[src/rtl/rc4_key_search_ctrl.sv]
// RC4 key-search sequencer: walks candidate keys through S-memory init, KSA shuffle
// and decrypt, owns the shared S-memory port, and screens decrypted bytes for text.
module rc4_key_search_ctrl #(
  parameter int               KEY_W     = 24,
  parameter logic [KEY_W-1:0] KEY_FIRST = KEY_W'(24'h000000),
  parameter logic [KEY_W-1:0] KEY_LAST  = KEY_W'(24'h3FFFFF),
  parameter int               TIMEOUT   = 4096
) (
  input  logic             clk,
  input  logic             reset_n,
  input  logic             start,
  output logic             init_start,
  input  logic             init_done,
  output logic             shuf_start,
  input  logic             shuf_done,
  output logic             dec_start,
  input  logic             dec_done,
  input  logic [7:0]       init_addr,
  input  logic [7:0]       init_data,
  input  logic             init_wren,
  input  logic [7:0]       shuf_addr,
  input  logic [7:0]       shuf_data,
  input  logic             shuf_wren,
  input  logic [7:0]       dec_addr,
  input  logic [7:0]       dec_data,
  input  logic             dec_wren,
  output logic [7:0]       s_addr,
  output logic [7:0]       s_data,
  output logic             s_wren,
  input  logic             d_wren,
  input  logic [7:0]       d_data,
  output logic [KEY_W-1:0] secret_key,
  output logic             busy,
  output logic             found,
  output logic             failed,
  output logic             timeout_err
);

  typedef enum logic [2:0] {
    IDLE, INIT, SHUF, DEC, CHECK, NEXT, FOUND, FAIL
  } state_t;

  localparam int WDOG_W = (TIMEOUT > 2) ? $clog2(TIMEOUT) : 1;
  localparam logic [WDOG_W-1:0] WDOG_LIMIT = WDOG_W'(TIMEOUT - 1);

  state_t             state_q, state_d;
  logic [WDOG_W-1:0]  wdog_q;
  logic [KEY_W-1:0]   key_q;
  logic               bad_char_q;
  logic               timeout_q;
  logic               init_start_q, shuf_start_q, dec_start_q;
  logic               start_accept;
  logic               wdog_trip;
  logic               in_phase;
  logic               wdog_at_limit;

  function automatic logic is_text(input logic [7:0] b);
    return ((b >= 8'h61) && (b <= 8'h7A)) || (b == 8'h20);
  endfunction

  assign in_phase      = (state_q == INIT) || (state_q == SHUF) || (state_q == DEC);
  assign wdog_at_limit = (wdog_q == WDOG_LIMIT);

  always_ff @(posedge clk or negedge reset_n) begin
    // NOTE: sequential state uses non-blocking assignments so every flop samples
    // pre-edge values regardless of the order the simulator evaluates blocks.
    if (!reset_n) state_q <= IDLE;
    else          state_q <= state_d;
  end

  always_comb begin
    // NOTE: every output of this block gets a default first, so no path leaves a
    // signal unassigned and no latch is inferred.
    state_d      = state_q;
    start_accept = 1'b0;
    wdog_trip    = 1'b0;
    case (state_q)
      IDLE, FOUND, FAIL: begin
        if (start) begin
          state_d      = INIT;
          start_accept = 1'b1;
        end
      end
      INIT: begin
        if (init_done) state_d = SHUF;
        else if (wdog_at_limit) begin
          state_d   = FAIL;
          wdog_trip = 1'b1;
        end
      end
      SHUF: begin
        if (shuf_done) state_d = DEC;
        else if (wdog_at_limit) begin
          state_d   = FAIL;
          wdog_trip = 1'b1;
        end
      end
      DEC: begin
        if (dec_done) state_d = CHECK;
        else if (wdog_at_limit) begin
          state_d   = FAIL;
          wdog_trip = 1'b1;
        end
      end
      CHECK: begin
        if (!bad_char_q)             state_d = FOUND;
        else if (key_q == KEY_LAST)  state_d = FAIL;
        else                         state_d = NEXT;
      end
      NEXT:    state_d = INIT;
      default: state_d = IDLE;
    endcase
  end

  // Datapath registers: phase-start pulses, watchdog, key counter and text screen.
  always_ff @(posedge clk or negedge reset_n) begin
    if (!reset_n) begin
      init_start_q <= 1'b0;
      shuf_start_q <= 1'b0;
      dec_start_q  <= 1'b0;
      wdog_q       <= '0;
      key_q        <= KEY_FIRST;
      bad_char_q   <= 1'b0;
      timeout_q    <= 1'b0;
    end else begin
      init_start_q <= (state_d == INIT) && (state_q != INIT);
      shuf_start_q <= (state_d == SHUF) && (state_q != SHUF);
      dec_start_q  <= (state_d == DEC)  && (state_q != DEC);

      if (state_d != state_q) wdog_q <= '0;
      else if (in_phase)      wdog_q <= wdog_q + WDOG_W'(1);

      if (start_accept)                               key_q <= KEY_FIRST;
      else if (state_q == NEXT)                       key_q <= key_q + KEY_W'(1);
      else if ((state_d == FAIL) && (state_q != FAIL)) key_q <= KEY_LAST;

      // A single non-text byte condemns the whole key, so the flag only clears
      // when a fresh decrypt pass begins.
      if ((state_d == DEC) && (state_q != DEC))
        bad_char_q <= 1'b0;
      else if ((state_q == DEC) && d_wren && !is_text(d_data))
        bad_char_q <= 1'b1;

      if (start_accept)   timeout_q <= 1'b0;
      else if (wdog_trip) timeout_q <= 1'b1;
    end
  end

  // Only the phase that owns the current state ever reaches the S-memory port.
  always_comb begin
    s_addr = 8'h00;
    s_data = 8'h00;
    s_wren = 1'b0;
    case (state_q)
      INIT: begin
        s_addr = init_addr;
        s_data = init_data;
        s_wren = init_wren;
      end
      SHUF: begin
        s_addr = shuf_addr;
        s_data = shuf_data;
        s_wren = shuf_wren;
      end
      DEC: begin
        s_addr = dec_addr;
        s_data = dec_data;
        s_wren = dec_wren;
      end
      default: ;
    endcase
  end

  assign init_start  = init_start_q;
  assign shuf_start  = shuf_start_q;
  assign dec_start   = dec_start_q;
  assign secret_key  = key_q;
  assign busy        = (state_q == INIT) || (state_q == SHUF) || (state_q == DEC) ||
                       (state_q == CHECK) || (state_q == NEXT);
  assign found       = (state_q == FOUND);
  assign failed      = (state_q == FAIL);
  assign timeout_err = timeout_q;

endmodule

[config.mk]
export PLATFORM = sky130hd
export DESIGN_NAME = rc4_key_search_ctrl
export DESIGN_NICKNAME = d
export VERILOG_FILES = /design/src/rtl/rc4_key_search_ctrl.sv
export SDC_FILE = /design/constraint.sdc
export NUM_CORES = 1
export LEC_CHECK = 0
export ABC_AREA = 1
export CAP_MARGIN = 20
export CORE_AREA = 8 8 96 98
export CTS_BUF_LIST = sky130_fd_sc_hd__clkbuf_2
export DETAILED_ROUTE_END_ITERATION = 6
export DIE_AREA = 0 0 104 106
export PLACE_DENSITY = 0.89
export SKIP_CTS_REPAIR_TIMING = 1
export SYNTH_ARGS = -nofsm -noshare
export SYNTH_HDL_FRONTEND = slang
export SYNTH_SLANG_ARGS = --single-unit
[constraint.sdc]
create_clock -name clk -period 1.71 [get_ports clk]
set_input_delay 0.171 -clock clk [delete_from_list [all_inputs] [get_ports clk]]
set_output_delay 0.171 -clock clk [all_outputs]
set_load 0.05 [all_outputs]
==> results.cfg <==
[clock_tree]
numCtsBuffers = 5
cts.sinks = 44
cts_tree = yes
clkTransAtPathRegs_ps = 240
clock_path_buffers = 2
htreeDepth = 2
cts_root_buf = clkbuf_2
clock_latency_ps = 440

[die]
dieArea_um2 = 11020
rows = 33
die_h_um = 106
io_pins = 114
core_um2 = 7845
start_util_pct = 40.27
dieWidth_um = 104

[sta]
slew_headroom_pct = 65.77
timing.hold.ws_ps = 116.7
period_needed_ps = 2214
final-max-slew-violation-count = 0
rsz0062_at_grt = yes
finalHoldViolCount = 0
postLayoutSetupSlackWorst_ps = -504.4
fmax_mhz = 451.6
final.setup.tns_ps = -21670
setup_viol = 58
finClkSkew_ps = 14.53
tightestPinTransition_ps = 512.6
period_share_pct = 129.5

[placement]
port-buffer-count = 113
dp_hpwl_mm = 9.583
place_ws_ps = -279.4
placed_area_um2 = 5324
place.gp.congestion = 0.9868

[synth]
synth_cell_types = 40
synth_nets = 509
yosysSeqAreaShare_pct = 34.85
synth_area_um2 = 3159
yosysWarnings = 0
synth-seq-cells = 44
synthCells = 441
avgSynthCellArea_um2 = 7.164

[routing]
vias_per_cell = 5.419
ant_nets = 0
routed-via-count = 4200
met3_length_mm = 1.357
wl_mm = 14.39
met2_length_mm = 7.328
drt_first_pass_iters = 7
drt_iter0_drc = 192
drc = 2
avgRoutedWirePerCell_um = 18.56
top_layer_used = met4
wl_met1_mm = 4.805

[power_and_ir_drop]
combPwrFrac_pct = 81.2
p_int_mw = 5.609
swShare_pct = 52.52
p_per_area_nw_per_um2 = 1965
vdd_drop_max_mv = 1.402
p_switching_mw = 6.204
pwr-share-clk_pct = 5.3
seqPwrFrac_pct = 13.5
p_leak_nw = 2.828

[finish]
drive_gt1_share_pct = 46.64
fin_util_pct = 76.62
final_area_um2 = 6011
fill_cells = 501
syn_to_final_growth_pct = 90.26
nets = 736

[setup_path]
cp-end-kind = output port
slowest_delay_ps = 500
r2r_start = state_q[0]
worstReg2RegEnd = wdog_q[9]
worstPathRequired_ps = 1540
cp_data_arrival_time_ps = 2040
reg2reg_slack_ps = -450
r2r_cells = 12
critPathSlowestCell = dfrtp_2
worstSetupStartpointType = flop
worstPathMaxFanout = 5
crit_chain = buf_6 > nand3_4 > buf_6 > clkinvlp_4 > buf_12 > a22oi_2 > nand2_2 > buf_12
path_class = reg2out

[global_routing]
globalRouteOverflowTotal = 0
antenna_found_initial = 1
grt_pass1_wl_mm = 19.15
grtUsageTotal_pct = 20.91
grt_pass1_vias = 4071
grt_max_degree = 22

[run_status]
status = finished with violations
violations = design-rule violations, negative setup slack

[hold_path]
hold_path_class = in2async

[run]
cap_violations = 0
[metal layers]
metal | GRT usage, % | up-vias
li1 | - | 1894
met1 | 21.07 | 1963
met2 | 37.58 | 272
met3 | 8.227 | 71
met4 | 9.411 | 0
met5 | 0 | -
[power groups by stage]
stage                     logic [mW]  clock network [mW]  registers, mW
after floorplan                 3.63                   0           2.41
after global placement          7.62                   0           1.60
after detailed placement        7.82                   0           1.62
after CTS                       7.84               0.620           1.59
after global routing            10.1               0.662           1.63
final                           9.59               0.626           1.60
[synthesized netlist by cell type (all sizes together)]
cell | instances | share of area [%]
nand2 | 132 | 17
nor2 | 56 | 7.8
inv | 49 | 5.8
nand3 | 46 | 9.4
dfrtp | 44 | 35
o21ai | 19 | 3.1
nor3 | 18 | 4.6
a21oi | 14 | 2.5
a22oi | 13 | 3.1
nand4 | 11 | 2.2
buf | 8 | 1.9
xor2 | 8 | 2.2
clkbuf | 4 | 0.48
xnor2 | 4 | 1.1
clkinv | 3 | 0.40
ha | 2 | 0.79
nand3b | 2 | 0.48
o21bai | 2 | 0.48
a21o | 1 | 0.24
a41oi | 1 | 0.28
and3 | 1 | 0.20
mux2i | 1 | 0.32
o2111ai | 1 | 0.28
or2 | 1 | 0.20
[sequential cells by signal (all words and copies together), names as in the netlist]
name and flops:
secret_key 24, init_start 1, dec_start 1, shuf_start 1, wdog_q 12, timeout_err 1, state_q 3, bad_char_q 1
[layout by cell type (no fill, tap or decap), types with 2 or more instances in the layout]
cell	Yosys	routed
clkbuf_2	0	5
dfrtp_2	0	15
a21oi_1	12	8
inv_2	5	3
buf_4	3	123
nand3b_1	2	2
o21bai_1	2	2
nand2_1	122	94
nor2_2	5	10
nand4_1	11	11
nand3_2	11	19
inv_4	0	3
a22oi_1	13	3
xor2_1	8	8
nor2_4	3	9
nand2_4	3	4
buf_6	2	13
nand2_8	1	5
nand3_1	34	25
nand2_2	6	30
a22oi_2	0	10
inv_1	44	43
nand3_4	1	2
buf_12	0	24
dfrtp_1	44	29
clkinvlp_4	0	3
nor2_1	48	37
dlymetal6s2s_1	0	2
nor3_4	0	5
nor3_1	7	3
nor3_2	11	10
a21oi_2	2	5
clkdlybuf4s50_1	0	64
o21ai_0	17	17
clkbuf_16	0	2
xnor2_1	4	3
[layout make-up]
| cell class | instances | area [um^2] | share of cell area (%) |
|---|---|---|---|
| clock buffers | 5 | 25.02 | 0.4163 |
| diodes | 1 | 2.502 | 0.04163 |
| repair inverters | 1 | 6.256 | 0.1041 |
| multi-input cells | 334 | 2182 | 36.30 |
| well taps | 105 | 131.4 | 2.186 |
| flip-flops and latches | 44 | 1120 | 18.63 |
| clock inverters | 3 | 42.54 | 0.7077 |
| repair buffers | 230 | 2281 | 37.95 |
| inverters | 52 | 220.2 | 3.664 |
[kinds of logic after synthesis]
group	after synthesis	share of synthesized area (%)
AOI/OAI and AO/OA	51	9.941
muxes	1	0.3168
buffers and inverters	64	8.554
adders and majority gates	2	0.7920
and+or+nand+nor	267	42.22
xor gates and xnor gates	12	3.327
DFF	44	34.85
[per-stage QoR]
| step | total power, mW | instances |
|---|---|---|
| floorplan | 6.043 | 441 |
| finish | 11.81 | 775 |
| detailed placement | 9.435 | 738 |
| CTS | 10.06 | 746 |
| global placement | 9.220 | 738 |
| global route | 12.37 | 775 |
[critical path, delay by kind of cell (launching register included)]
family / cells / cell delay [ps]
flip-flops: 1 / 500
AO/OA/AOI/OAI: 1 / 160
buffers and inverters: 5 / 750
AND/OR/NAND/NOR: 2 / 190
[how the worst max path moves through the flow]
stage,endpoint,cells after the start,slack (ps),startpoint
after floorplan,secret_key[20],15,-260,secret_key[1]
after global placement,wdog_q[11],10,-150,state_q[1]
after detailed placement,wdog_q[9],11,-280,state_q[0]
after CTS,s_data[1],8,-570,state_q[0]
after global routing,s_addr[1],9,-580,state_q[1]
final,s_addr[0],8,-500,state_q[1]
No activity file was read; power rests on OpenSTA's default activity.
